--- src/rtl/alu_arbiter_pkg.sv ---
// alu_arbiter_pkg: opcode encodings, flag bit positions and default datapath width
// shared by the arbiter, its round-robin grant logic and anything driving the ALU.
// Contents: DEFAULT_WIDTH, alu_op_e (ADD..CMPLT), FLAG_* indices, rr_next().
package alu_arbiter_pkg;

  localparam int DEFAULT_WIDTH = 16;
  localparam int OP_W          = 4;
  localparam int FLAG_W        = 5;

  typedef enum logic [OP_W-1:0] {
    OP_ADD   = 4'b0000,
    OP_SUB   = 4'b0001,
    OP_AND   = 4'b0010,
    OP_OR    = 4'b0011,
    OP_XOR   = 4'b0100,
    OP_NOT   = 4'b0101,
    OP_SHL   = 4'b0110,
    OP_SHR   = 4'b0111,
    OP_CMPEQ = 4'b1000,
    OP_CMPLT = 4'b1001
  } alu_op_e;

  // Flag vector layout: {overflow, underflow, invalid_op, is_equal, is_less}
  localparam int FLAG_OVERFLOW  = 4;
  localparam int FLAG_UNDERFLOW = 3;
  localparam int FLAG_INVALID   = 2;
  localparam int FLAG_EQUAL     = 1;
  localparam int FLAG_LESS      = 0;

  // Round-robin successor of a requester index, wrapping at n.
  function automatic int unsigned rr_next(input int unsigned idx, input int unsigned n);
    return (idx + 1 >= n) ? 0 : idx + 1;
  endfunction

endpackage

--- src/rtl/alu_arbiter_rr.sv ---
// rr_arbiter: combinational round-robin grant, first set req bit at or after ptr.
// Ports: req (request vector), ptr (search start index), grant (one-hot, or 0 if no req).
// Latency: purely combinational; no state.
module rr_arbiter #(
  parameter  int NREQ = 4,
  localparam int PW   = $clog2(NREQ)
) (
  input  logic [NREQ-1:0] req,
  input  logic [PW-1:0]   ptr,
  output logic [NREQ-1:0] grant
);

  int          pos;
  logic [PW-1:0] idx;
  logic        found;

  always_comb begin
    grant = '0;
    found = 1'b0;
    pos   = 0;
    idx   = '0;
    // Walk the requesters starting at ptr, wrapping modulo NREQ.
    for (int k = 0; k < NREQ; k++) begin
      pos = int'(ptr) + k;
      if (pos >= NREQ) pos = pos - NREQ;
      idx = PW'(pos);
      if (!found && req[idx]) begin
        grant[idx] = 1'b1;
        found      = 1'b1;
      end
    end
  end

endmodule

--- src/rtl/alu_arbiter.sv ---
// alu_arbiter: round-robin shares one external ALU among NREQ requesters; tags follow
// each issue slot so the result is steered back as a one-hot resp_valid strobe.
// Ports: req_* (valid/ready per requester), alu_* (registered issue / ALU return),
//        resp_* (registered response), busy, issue_count (saturating accepted count).
module alu_arbiter
  import alu_arbiter_pkg::*;
#(
  parameter int WIDTH   = DEFAULT_WIDTH,
  parameter int NREQ    = 4,
  parameter int ALU_LAT = 1
) (
  input  logic                    clk,
  input  logic                    rst_n,
  input  logic [NREQ-1:0]         req_valid,
  output logic [NREQ-1:0]         req_ready,
  input  logic [NREQ*WIDTH-1:0]   req_a,
  input  logic [NREQ*WIDTH-1:0]   req_b,
  input  logic [NREQ*OP_W-1:0]    req_op,
  output logic [WIDTH-1:0]        alu_a,
  output logic [WIDTH-1:0]        alu_b,
  output logic [OP_W-1:0]         alu_op,
  input  logic [WIDTH-1:0]        alu_result,
  input  logic [FLAG_W-1:0]       alu_flags,
  output logic [NREQ-1:0]         resp_valid,
  output logic [WIDTH-1:0]        resp_result,
  output logic [FLAG_W-1:0]       resp_flags,
  output logic                    busy,
  output logic [15:0]             issue_count
);

  localparam int IW    = $clog2(NREQ);
  localparam int DEPTH = 1 + ALU_LAT;

  typedef struct packed {
    logic          vld;
    logic [IW-1:0] idx;
  } tag_t;

  logic [IW-1:0]     rr_ptr_q, rr_ptr_d;
  logic [15:0]       issue_count_q, issue_count_d;
  logic [WIDTH-1:0]  alu_a_q, alu_b_q, resp_result_q;
  logic [OP_W-1:0]   alu_op_q;
  logic [FLAG_W-1:0] resp_flags_q;
  logic [NREQ-1:0]   resp_valid_q;
  tag_t              tag_q [DEPTH];

  logic [NREQ-1:0]   grant;
  logic [IW-1:0]     gnt_idx;
  logic              xfer;
  logic              busy_w;

  rr_arbiter #(.NREQ(NREQ)) u_rr (
    .req   (req_valid),
    .ptr   (rr_ptr_q),
    .grant (grant)
  );

  // Grant is already a subset of req_valid; reset only needs to mask it.
  assign req_ready = rst_n ? grant : '0;
  assign xfer      = |req_ready;

  always_comb begin
    gnt_idx = '0;
    for (int i = 0; i < NREQ; i++) begin
      if (grant[i]) gnt_idx = IW'(i);
    end
  end

  always_comb begin
    rr_ptr_d      = rr_ptr_q;
    issue_count_d = issue_count_q;
    if (xfer) begin
      rr_ptr_d = IW'(rr_next(int'(gnt_idx), NREQ));
      if (issue_count_q != 16'hFFFF) issue_count_d = issue_count_q + 16'd1;
    end
  end

  always_comb begin
    busy_w = 1'b0;
    for (int s = 0; s < DEPTH; s++) busy_w = busy_w | tag_q[s].vld;
  end

  always_ff @(posedge clk or negedge rst_n) begin
    if (!rst_n) begin
      rr_ptr_q      <= '0;
      issue_count_q <= '0;
      alu_a_q       <= '0;
      alu_b_q       <= '0;
      alu_op_q      <= '0;
      resp_valid_q  <= '0;
      resp_result_q <= '0;
      resp_flags_q  <= '0;
      for (int s = 0; s < DEPTH; s++) tag_q[s] <= '0;
    end else begin
      rr_ptr_q      <= rr_ptr_d;
      issue_count_q <= issue_count_d;
      // An empty slot drives zero operands and opcode 0000 so the ALU sees a quiet bus.
      if (xfer) begin
        alu_a_q  <= req_a[int'(gnt_idx)*WIDTH +: WIDTH];
        alu_b_q  <= req_b[int'(gnt_idx)*WIDTH +: WIDTH];
        alu_op_q <= req_op[int'(gnt_idx)*OP_W +: OP_W];
      end else begin
        alu_a_q  <= '0;
        alu_b_q  <= '0;
        alu_op_q <= '0;
      end
      // Tag shifts in lockstep with the ALU; the last stage lines up with alu_result.
      tag_q[0].vld <= xfer;
      tag_q[0].idx <= gnt_idx;
      for (int s = 1; s < DEPTH; s++) tag_q[s] <= tag_q[s-1];
      if (tag_q[DEPTH-1].vld) begin
        resp_valid_q  <= NREQ'(1) << tag_q[DEPTH-1].idx;
        resp_result_q <= alu_result;
        resp_flags_q  <= alu_flags;
      end else begin
        resp_valid_q  <= '0;
      end
    end
  end

  assign alu_a       = alu_a_q;
  assign alu_b       = alu_b_q;
  assign alu_op      = alu_op_q;
  assign resp_valid  = resp_valid_q;
  assign resp_result = resp_result_q;
  assign resp_flags  = resp_flags_q;
  assign busy        = busy_w;
  assign issue_count = issue_count_q;

endmodule

--- config.mk ---
export PLATFORM = sky130hd
export DESIGN_NAME = alu_arbiter
export DESIGN_NICKNAME = d
export VERILOG_FILES = /design/src/rtl/alu_arbiter_pkg.sv /design/src/rtl/alu_arbiter_rr.sv /design/src/rtl/alu_arbiter.sv
export SDC_FILE = /design/constraint.sdc
export NUM_CORES = 1
export LEC_CHECK = 0
export BUFFER_PORTS_ARGS = -buffer_cell sky130_fd_sc_hd__buf_2
export CAP_MARGIN = 10
export CORE_UTILIZATION = 35
export CTS_CLUSTER_SIZE = 10
export DETAILED_ROUTE_END_ITERATION = 7
export PLACE_DENSITY_LB_ADDON = 0.2
export SLEW_MARGIN = 30
export SYNTH_ARGS = -nofsm -noshare
export SYNTH_HDL_FRONTEND = slang
export SYNTH_SLANG_ARGS = --single-unit
--- constraint.sdc ---
create_clock -name clk -period 3.4 [get_ports clk]
set_input_delay 0.51 -clock clk [delete_from_list [all_inputs] [get_ports clk]]
set_output_delay 0.51 -clock clk [all_outputs]
set_load 0.03 [all_outputs]
-- Yosys cells after proc, flatten, opt, wreduce, memory -nomap -nowiden
Index checks and enable logic that the tools add are counted.
- latch bits: 0
- flip-flop bits (word level): 85
- bits in read-only memories: 0
- memory bits (writable): 0
- input port bits: 171
- output and inout port bits: 82
- memories kept: 0
- multipliers: 0
- equality and inequality tests: 1
- bitwise gates (word level): 4
- reduce and logical (&&, ||, !) cells: 12
- $add $sub $neg: 9
- shift-type cells: 4
- magnitude comparators: 13
- mux-type cells: 36
- div/mod/pow operators: 0
- operator list (cell ; count):
    indexed part select 64 x 7 -> 16 bit ; 2
    two-way mux 16 bit ; 2
    two-way mux 4 bit ; 7
    adder 16 x 1 -> 16 bit, second input constant ; 1
    != test 16 bit, second input constant ; 1
    indexed part select 16 x 5 -> 4 bit ; 1
    two-way mux 2 bit ; 7
    >= comparator 3 bit, second input constant ; 4
    less-than comparator 2 x 3 -> 1 bit, second input constant ; 4
    two-way mux 1 bit ; 12
    bitwise OR 4 bit ; 3
    binary-select mux 1 bit (select 2 bit) ; 4
    demux 1 bit (select 2 bit) ; 4
    >= comparator 2 x 1 -> 1 bit, second input constant ; 4
    subtractor 2 x 1 -> 2 bit, second input constant ; 4
    logical AND 1 bit ; 7
    adder 2 x 1 -> 3 bit, second input constant ; 2
    adder 2 x 2 -> 3 bit, second input constant ; 2
    OR reduction 4 bit ; 1
    << shifter 1 x 2 -> 4 bit, first input constant ; 1
    >= comparator 2 x 3 -> 1 bit, second input constant ; 1
    zero test 1 bit ; 3
    AND reduction 2 bit ; 1
    bitwise OR 1 bit ; 1

-- Logic depth before layout (Yosys ltp)
Gate-level depths: netlist of run 1.
- word-level depth: 20
- depth in mapped cells: 12
- gate-level depth less buffers: 9

-- Modules after synthesis
A second synthesis of run 1 with hierarchy kept.
- cells, all modules: 420
- area total of the unflattened synthesis: 4473.0 um2
- by module, submodules not included (module ; area an instance (um2) ; cells each ; times used ; seq. area each (um2)):
    alu_arbiter ; 4170.2 ; 390 ; 1 ; 2127.0
    rr_arbiter ; 302.8 ; 30 ; 1 ; 0.0

-- Least setup slack after synthesis of run 1
OpenSTA, ideal clock, no wires.
- path type: reg2out
- start point: register rr_ptr_q[0]
- end point: output port req_ready[3]
- data required time: 2890 ps
- slack: -115 ps
- data arrival time: 3005 ps
- stages on the path, launching flop included: 10
- path buffers: 3
- cell sequence: dfrtp_1 -> buf_2 -> inv_1 -> ha_1 -> mux4_2 -> a211oi_2 -> a221o_1 -> buf_2 -> buf_1 -> and2_1
- word-level cells in the longest chain between the ends: 15
- elaborated cells between the ends (all ways): 60
- ends and longest elaborated chain (item ; RTL line ; RTL):
    start: declaration ; alu_arbiter.sv:39 ; logic [IW-1:0] rr_ptr_q, rr_ptr_d;
    start signal: assignment ; alu_arbiter.sv:95 ; rr_ptr_q <= rr_ptr_d;
    parallel branches: the longest is 13 deep, another holds adder 2 x 1 -> 3 bit ; n/a ;
    two-way mux 4 bit (*) ; alu_arbiter_rr.sv:27 ; if (!found && req[idx]) begin
    two-way mux 4 bit (*) ; alu_arbiter.sv:59 ; assign req_ready = rst_n ? grant : '0;
    end: declaration ; alu_arbiter.sv:15 ; output logic [NREQ-1:0] req_ready,
Mark *: on every way between the ends. The select of a mux whose other input is x is not followed.

-- Final worst setup path of run 1
- start point: register rr_ptr_q[1]
- end point: output port req_ready[3]
Same word-level chain as after synthesis.

==> results of run 1 <==
-- registers in the layout (all words and copies together), names as in the netlist --
| signal | count |
|---|---|
| rr_ptr_q | 2 |
| alu_op | 4 |
| tag_q | 6 |
| resp_flags | 5 |
| alu_a | 16 |
| resp_result | 16 |
| issue_count | 16 |
| alu_b | 16 |
| resp_valid | 4 |
-- layer usage --
layer	wire length, um	up-vias	global-route usage, %
li1	-	2174	-
met5	0	-	0
met3	1370	14	5.35
met1	5840	2149	26.6
met4	215	0	8.21
met2	7490	211	38.3
-- cell type report --
| class | instances | area, sq um |
|---|---|---|
| repair buffers | 287 | 1550 |
| clock buffers | 9 | 225 |
| multi-input cells | 317 | 2320 |
| clock inverters | 7 | 116 |
| inverters | 7 | 26.3 |
| diodes | 2 | 5.00 |
| flip-flops and latches | 85 | 2130 |
| fillers | 1210 | 6090 |
| well taps | 172 | 215 |
-- what timing repair did --
item,in CTS,in global routing
pin swaps,0,1
buffers inserted,1,11
resized for setup,3,7
setup endpoints to repair,1,3
-- cell usage in the layout (no fill, tap or decap), types with 2 or more instances in the layout --
cell type / count
buf_2: 250
a22oi_1: 2
and3_1: 2
xor2_1: 11
a21oi_1: 4
a221oi_1: 36
a221o_2: 2
a221oi_4: 2
inv_8: 2
nand3_1: 9
nor2_1: 44
diode_2: 2
o21ai_0: 35
or2_2: 2
nand2_1: 15
nor4b_1: 2
ha_1: 6
mux4_2: 2
xnor2_1: 3
nor2b_1: 2
nor3_1: 10
o21ai_1: 5
a2bb2oi_1: 36
bufinv_16: 2
inv_1: 4
buf_4: 34
mux2_2: 22
dfrtp_1: 85
nor3b_1: 7
and2_1: 40
clkbuf_16: 9
inv_2: 3
-- kinds of logic (layout without fill, tap and decap cells) --
logic type / Yosys count / count (layout)
compound gates: 130 / 130
buf+inv: 44 / 310
simple gates: 141 / 141
xor+xnor: 14 / 14
flops: 85 / 85
other cells: 0 / 2
mux: 25 / 25
fa+ha+maj: 7 / 7
-- power groups by stage --
stage	Combinational [mW]	Clock, mW	Sequential, mW
2_1_floorplan	2.65	0	2.20
3_5_place_dp	4.56	0	1.58
4_1_cts	4.63	1.14	1.57
5_1_grt	5.21	1.17	1.61
3_3_place_gp	4.48	0	1.57
6_report	4.79	1.10	1.57
-- stage by stage --
stage / hold WS (ps) / setup WS (ps)
floorplan: 214 / 43.2
global placement: 334 / 287
detailed placement: 341 / 226
CTS: 70.5 / 18.2
global route: 82.5 / -22.0
finish: 75.9 / 79.1
-- worst paths after layout --
path                                    startpoint                          end  slack [ps]  cells past startpoint
max in group asynchronous                    rst_n   issue_count[4]$_DFFE_PN0P_        2560                      2
hold reg to reg                 tag_q[3]$_DFF_PN0_           tag_q[0]$_DFF_PN0_         350                      0
hold / removal                               rst_n  resp_result[15]$_DFFE_PN0P_          80                      1
min in group clk                tag_q[3]$_DFF_PN0_           tag_q[0]$_DFF_PN0_         350                      0
setup / recovery           rr_ptr_q[1]$_DFFE_PN0P_                 req_ready[3]          80                      9
setup reg to reg           rr_ptr_q[1]$_DFFE_PN0P_           alu_b[0]$_DFF_PN0_         150                     12
==> flow_summary.ini, run 1 <==
[power]
clockPowerShare_pct = 14.8
total_power_mw = 7.46
seqPwrFrac_pct = 21.0
combPwrFrac_pct = 64.2
netSwitchingFraction_pct = 45.2
powerDensity_nw_per_um2 = 1130
leakagePower_nw = 3.33
p_switching_mw = 3.38
ir_worst_vdd_v = 0.000450
p_int_mw = 4.09

[timing]
fin_setup_tns_ps = 0
fin_crit_ps = 3320
finalHoldViolCount = 0
fmax_mhz = 301
relSlewSlack_pct = 66.2
slew_viol_final = 0
post-route-period-util_pct = 97.7
rsz0062_at_grt = true
worstMarginPinSlew_ps = 507
finClkSkew_ps = 10.4
setup_viol = 0

[synth]
yosys.area_share.simple_pct = 16.1
synth_mux_area_share_pct = 6.65
synth_common_cells = dfrtp_1, nor2_1, and2_1
synth_fa_ha_area_share_pct = 1.91
yosysTopAreaCell = dfrtp_1
synth_top_cell_area_share_pct = 46.5
synth_top_family_by_area = compound AO/OA/AOI/OAI gates
synth_area_leaders = dfrtp_1, a221oi_1, a2bb2oi_1
synth_edf_count = 0
synth.most_common_cell = dfrtp_1
ys_seq_elements = 85
synthFlopType = dfrtp_1
yosysSeqAreaShare_pct = 46.5
synth_compound_gate_area_share_pct = 21.9
syn_nets = 624
syn_area_per_cell_sq_um = 10.3
synth_warnings = 0
ys_async_sr_fraction_pct = 100
syn_inst = 446
mappedNetlistArea_sq_um = 4570
synth_xor_area_share_pct = 2.68
ys_types = 44

[floorplan]
rows = 41
chipHeight_um = 116
coreArea_sq_um = 12700
ios = 253
dieArea_sq_um = 13500
die_w_um = 116
initial_core_util_pct = 36.1

[global_routing]
grt_usage_pct = 22.1
grt_pass1_wl_mm = 22.7
grt_pass1_vias = 4484
antenna_found_initial = 1
grt.overflow.total = 0
grt_max_degree = 37

[route]
vias = 4548
wl_per_cell_um = 16.8
drt_pass1_iterations = 4
drcViolationCount = 0
routed_wirelength_mm = 14.9
drt_iter0_drc = 344
viasPerCell = 5.13
drtAntennaViolNets = 0

[placed_design]
placedInstanceArea_sq_um = 6100
io_buffers = 252
dp_hpwl_mm = 11.7
dp_cells = 856
place_congestion = 0.830

[worst_setup_path]
worstPathRequired_ps = 2890
crit_buf_inv = 3
path_max_fanout = 5
endpoint_kind = output pin
arrival_ps = 2810
slowest_stage = mux4_2
worst-setup-path-type = reg -> out
path_cells = inv_2, ha_4, mux4_2, a21oi_2, a21oi_1, a221o_2, buf_12, and2_2, clkbuf_4
max_stage_delay_ps = 580
cp-start-kind = register
cp_top_family = compound AO/OA/AOI/OAI gates

[clock_network]
numCtsBuffers = 9
cts_tree = yes
cts_buffer_depth = 2
h-tree-depth = 3
cts-root-buf = clkbuf_16
cts.sinks = 85
ctsHoldBuffers = 0
clock_latency_ps = 340
clkTransAtPathRegs_ps = 70

[cells_and_area]
fin_util_pct = 51.9
final_cell_count_no_fill = 886
finish.instance_area_sq_um = 6580
fin_nets = 885
drive_gt1_share_pct = 48.3
area_delta_synth_final_pct = 43.8

[min_path]
hp-class = in -> async

[run_status]
status = complete, no violations

[run]
drv_cap = 0
(Power assumes the default switching activity.)
==> run 2, diff against run 1 <==
--- a/config.mk
+++ b/config.mk
@@ -10,7 +10,7 @@
 export CORE_UTILIZATION = 35
 export CTS_CLUSTER_SIZE = 10
 export DETAILED_ROUTE_END_ITERATION = 7
-export PLACE_DENSITY_LB_ADDON = 0.2
+export PLACE_DENSITY_LB_ADDON = 0.05
 export SLEW_MARGIN = 30
 export SYNTH_ARGS = -nofsm -noshare
 export SYNTH_HDL_FRONTEND = slang
==> run 2 against run 1 <==
  * Die area unchanged
  * Hold slack improved by 32 ps
  * Combinational power decreased by 2%
==> flow_summary.ini, run 2 (same netlist as run 1, synthesis figures left out) <==
[placed_design]
io_buffers = 252
dp_hpwl_mm = 11.0
place_congestion = 0.789
placedInstanceArea_sq_um = 6110

[clock_network]
h-tree-depth = 3
cts-root-buf = clkbuf_16
clkTransAtPathRegs_ps = 60
clock_latency_ps = 340
cts.sinks = 85
cts_buffer_depth = 2
cts_tree = yes
numCtsBuffers = 9

[global_routing]
grt_usage_pct = 22.0
antenna_found_initial = 0
grt_pass1_wl_mm = 22.5
grt_pass1_vias = 4317
grt.overflow.total = 0
grt_max_degree = 37

[worst_setup_path]
cp-start-kind = register
worstPathRequired_ps = 2890
ff2ff_setup_slack_ps = 200
arrival_ps = 2810
path_max_fanout = 5
endpoint_kind = output pin
r2r_start = rr_ptr_q[0]$_DFFE_PN0P_
worst-setup-path-type = reg -> out
rr_endpoint = issue_count[12]$_DFFE_PN0P_
reg2regPathDepth = 11

[timing]
finClkSkew_ps = 5.46
fmax_mhz = 301
slew_viol_final = 0
relSlewSlack_pct = 70.1
finalHoldViolCount = 0
fin_crit_ps = 3320
setup_viol = 0
post-route-period-util_pct = 97.7
worstMarginPinSlew_ps = 443

[route]
viasPerCell = 5.13
wl_per_cell_um = 16.6
vias = 4498
drt_pass1_iterations = 5
routed_wirelength_mm = 14.6
drcViolationCount = 0
drtAntennaViolNets = 0
drt_iter0_drc = 269

[floorplan]
dieArea_sq_um = 13500
coreArea_sq_um = 12700
rows = 41
chipHeight_um = 116
die_w_um = 116
initial_core_util_pct = 36.1
ios = 253

[power]
combPwrFrac_pct = 64.1
p_int_mw = 4.01
p_switching_mw = 3.30
powerDensity_nw_per_um2 = 1120
seqPwrFrac_pct = 21.3
ir_worst_vdd_v = 0.000480
leakagePower_nw = 3.29
netSwitchingFraction_pct = 45.1
clockPowerShare_pct = 14.6
total_power_mw = 7.31

[cells_and_area]
final_cell_mix = buf_2, dfrtp_1, nor2_1, and2_1
final_common_cell = buf_2
drive_gt1_share_pct = 47.5
finish.instance_area_sq_um = 6510
area_delta_synth_final_pct = 42.3
fin_nets = 876

[run]
drv_cap = 0

[min_path]
hp-class = in -> async

[run_status]
status = complete, no violations
[run 2: cell types whose count changed in the layout (fill, tap and decap cells not counted), moves of 2 or more]
cell / previous run / this run
buf_4: 34 / 25
clkbuf_8: 0 / 2
clkinv_2: 0 / 2
inv_8: 2 / 0
[run 2: through the flow]
stage / utilization [%] / hold WS, ps / TNS (ps) / setup WS [ps] / instances
floorplan: - / 214 / 0 / 43.2 / 446
global placement: 48.2 / 338 / 0 / 236 / 856
detailed placement: 48.2 / 348 / 0 / 142 / 856
CTS: 51.1 / 122 / 0 / 17.7 / 873
global route: 51.3 / 138 / -19.3 / -19.3 / 875
finish: 51.4 / 107 / 0 / 78.8 / 876
[run 2: worst max-delay path by stage]
stage                       startpoint                          end  slack (ps)
2_1_floorplan  rr_ptr_q[0]$_DFFE_PN0P_                 req_ready[2]          40
3_3_place_gp   rr_ptr_q[0]$_DFFE_PN0P_                 req_ready[3]         240
3_5_place_dp   rr_ptr_q[0]$_DFFE_PN0P_  issue_count[12]$_DFFE_PN0P_         140
4_1_cts        rr_ptr_q[0]$_DFFE_PN0P_                 req_ready[3]          20
5_1_grt        rr_ptr_q[0]$_DFFE_PN0P_                 req_ready[3]         -20
6_report       rr_ptr_q[0]$_DFFE_PN0P_                 req_ready[3]          80
[run 2: metal layers]
metal	track usage [%]	part of all wire, %	wire length (um)
met1	28.1	42	6140
met3	4.57	5.9	856
met2	36.6	50	7340
met5	0	0	0
met4	8.12	1.6	236
[run 2: layout make-up]
class	count	area, sq um
Sequential cell	85	2130
Clock buffer	12	256
Fill cell	1239	6160
Inverter	7	26.3
Tap cell	172	215
Multi-Input combinational cell	317	2320
Timing Repair Buffer	278	1490
Antenna cell	1	2.50
Clock inverter	4	70.1
[run 2: timing repair]
item                       CTS  global route
resized for setup            3             7
buffers inserted             1             2
pin swaps                    1             0
hold buffers                 0             0
setup endpoints to repair    2             2
[run 2: power by group through the flow]
stage / Sequential [mW] / Combinational (mW) / Clock (mW)
2_1_floorplan: 2.20 / 2.65 / 0
3_3_place_gp: 1.57 / 4.53 / 0
3_5_place_dp: 1.58 / 4.58 / 0
4_1_cts: 1.56 / 4.64 / 1.09
5_1_grt: 1.61 / 5.11 / 1.14
6_report: 1.56 / 4.68 / 1.07
[run 2: worst max-delay path: stages (launching register included)]
cell,delay (ps)
dfrtp_1,360
inv_2,70
ha_4,280
mux4_2,590
a21oi_2,180
a21oi_1,90
a221o_2,400
buf_12,150
and2_2,180
clkbuf_4,180
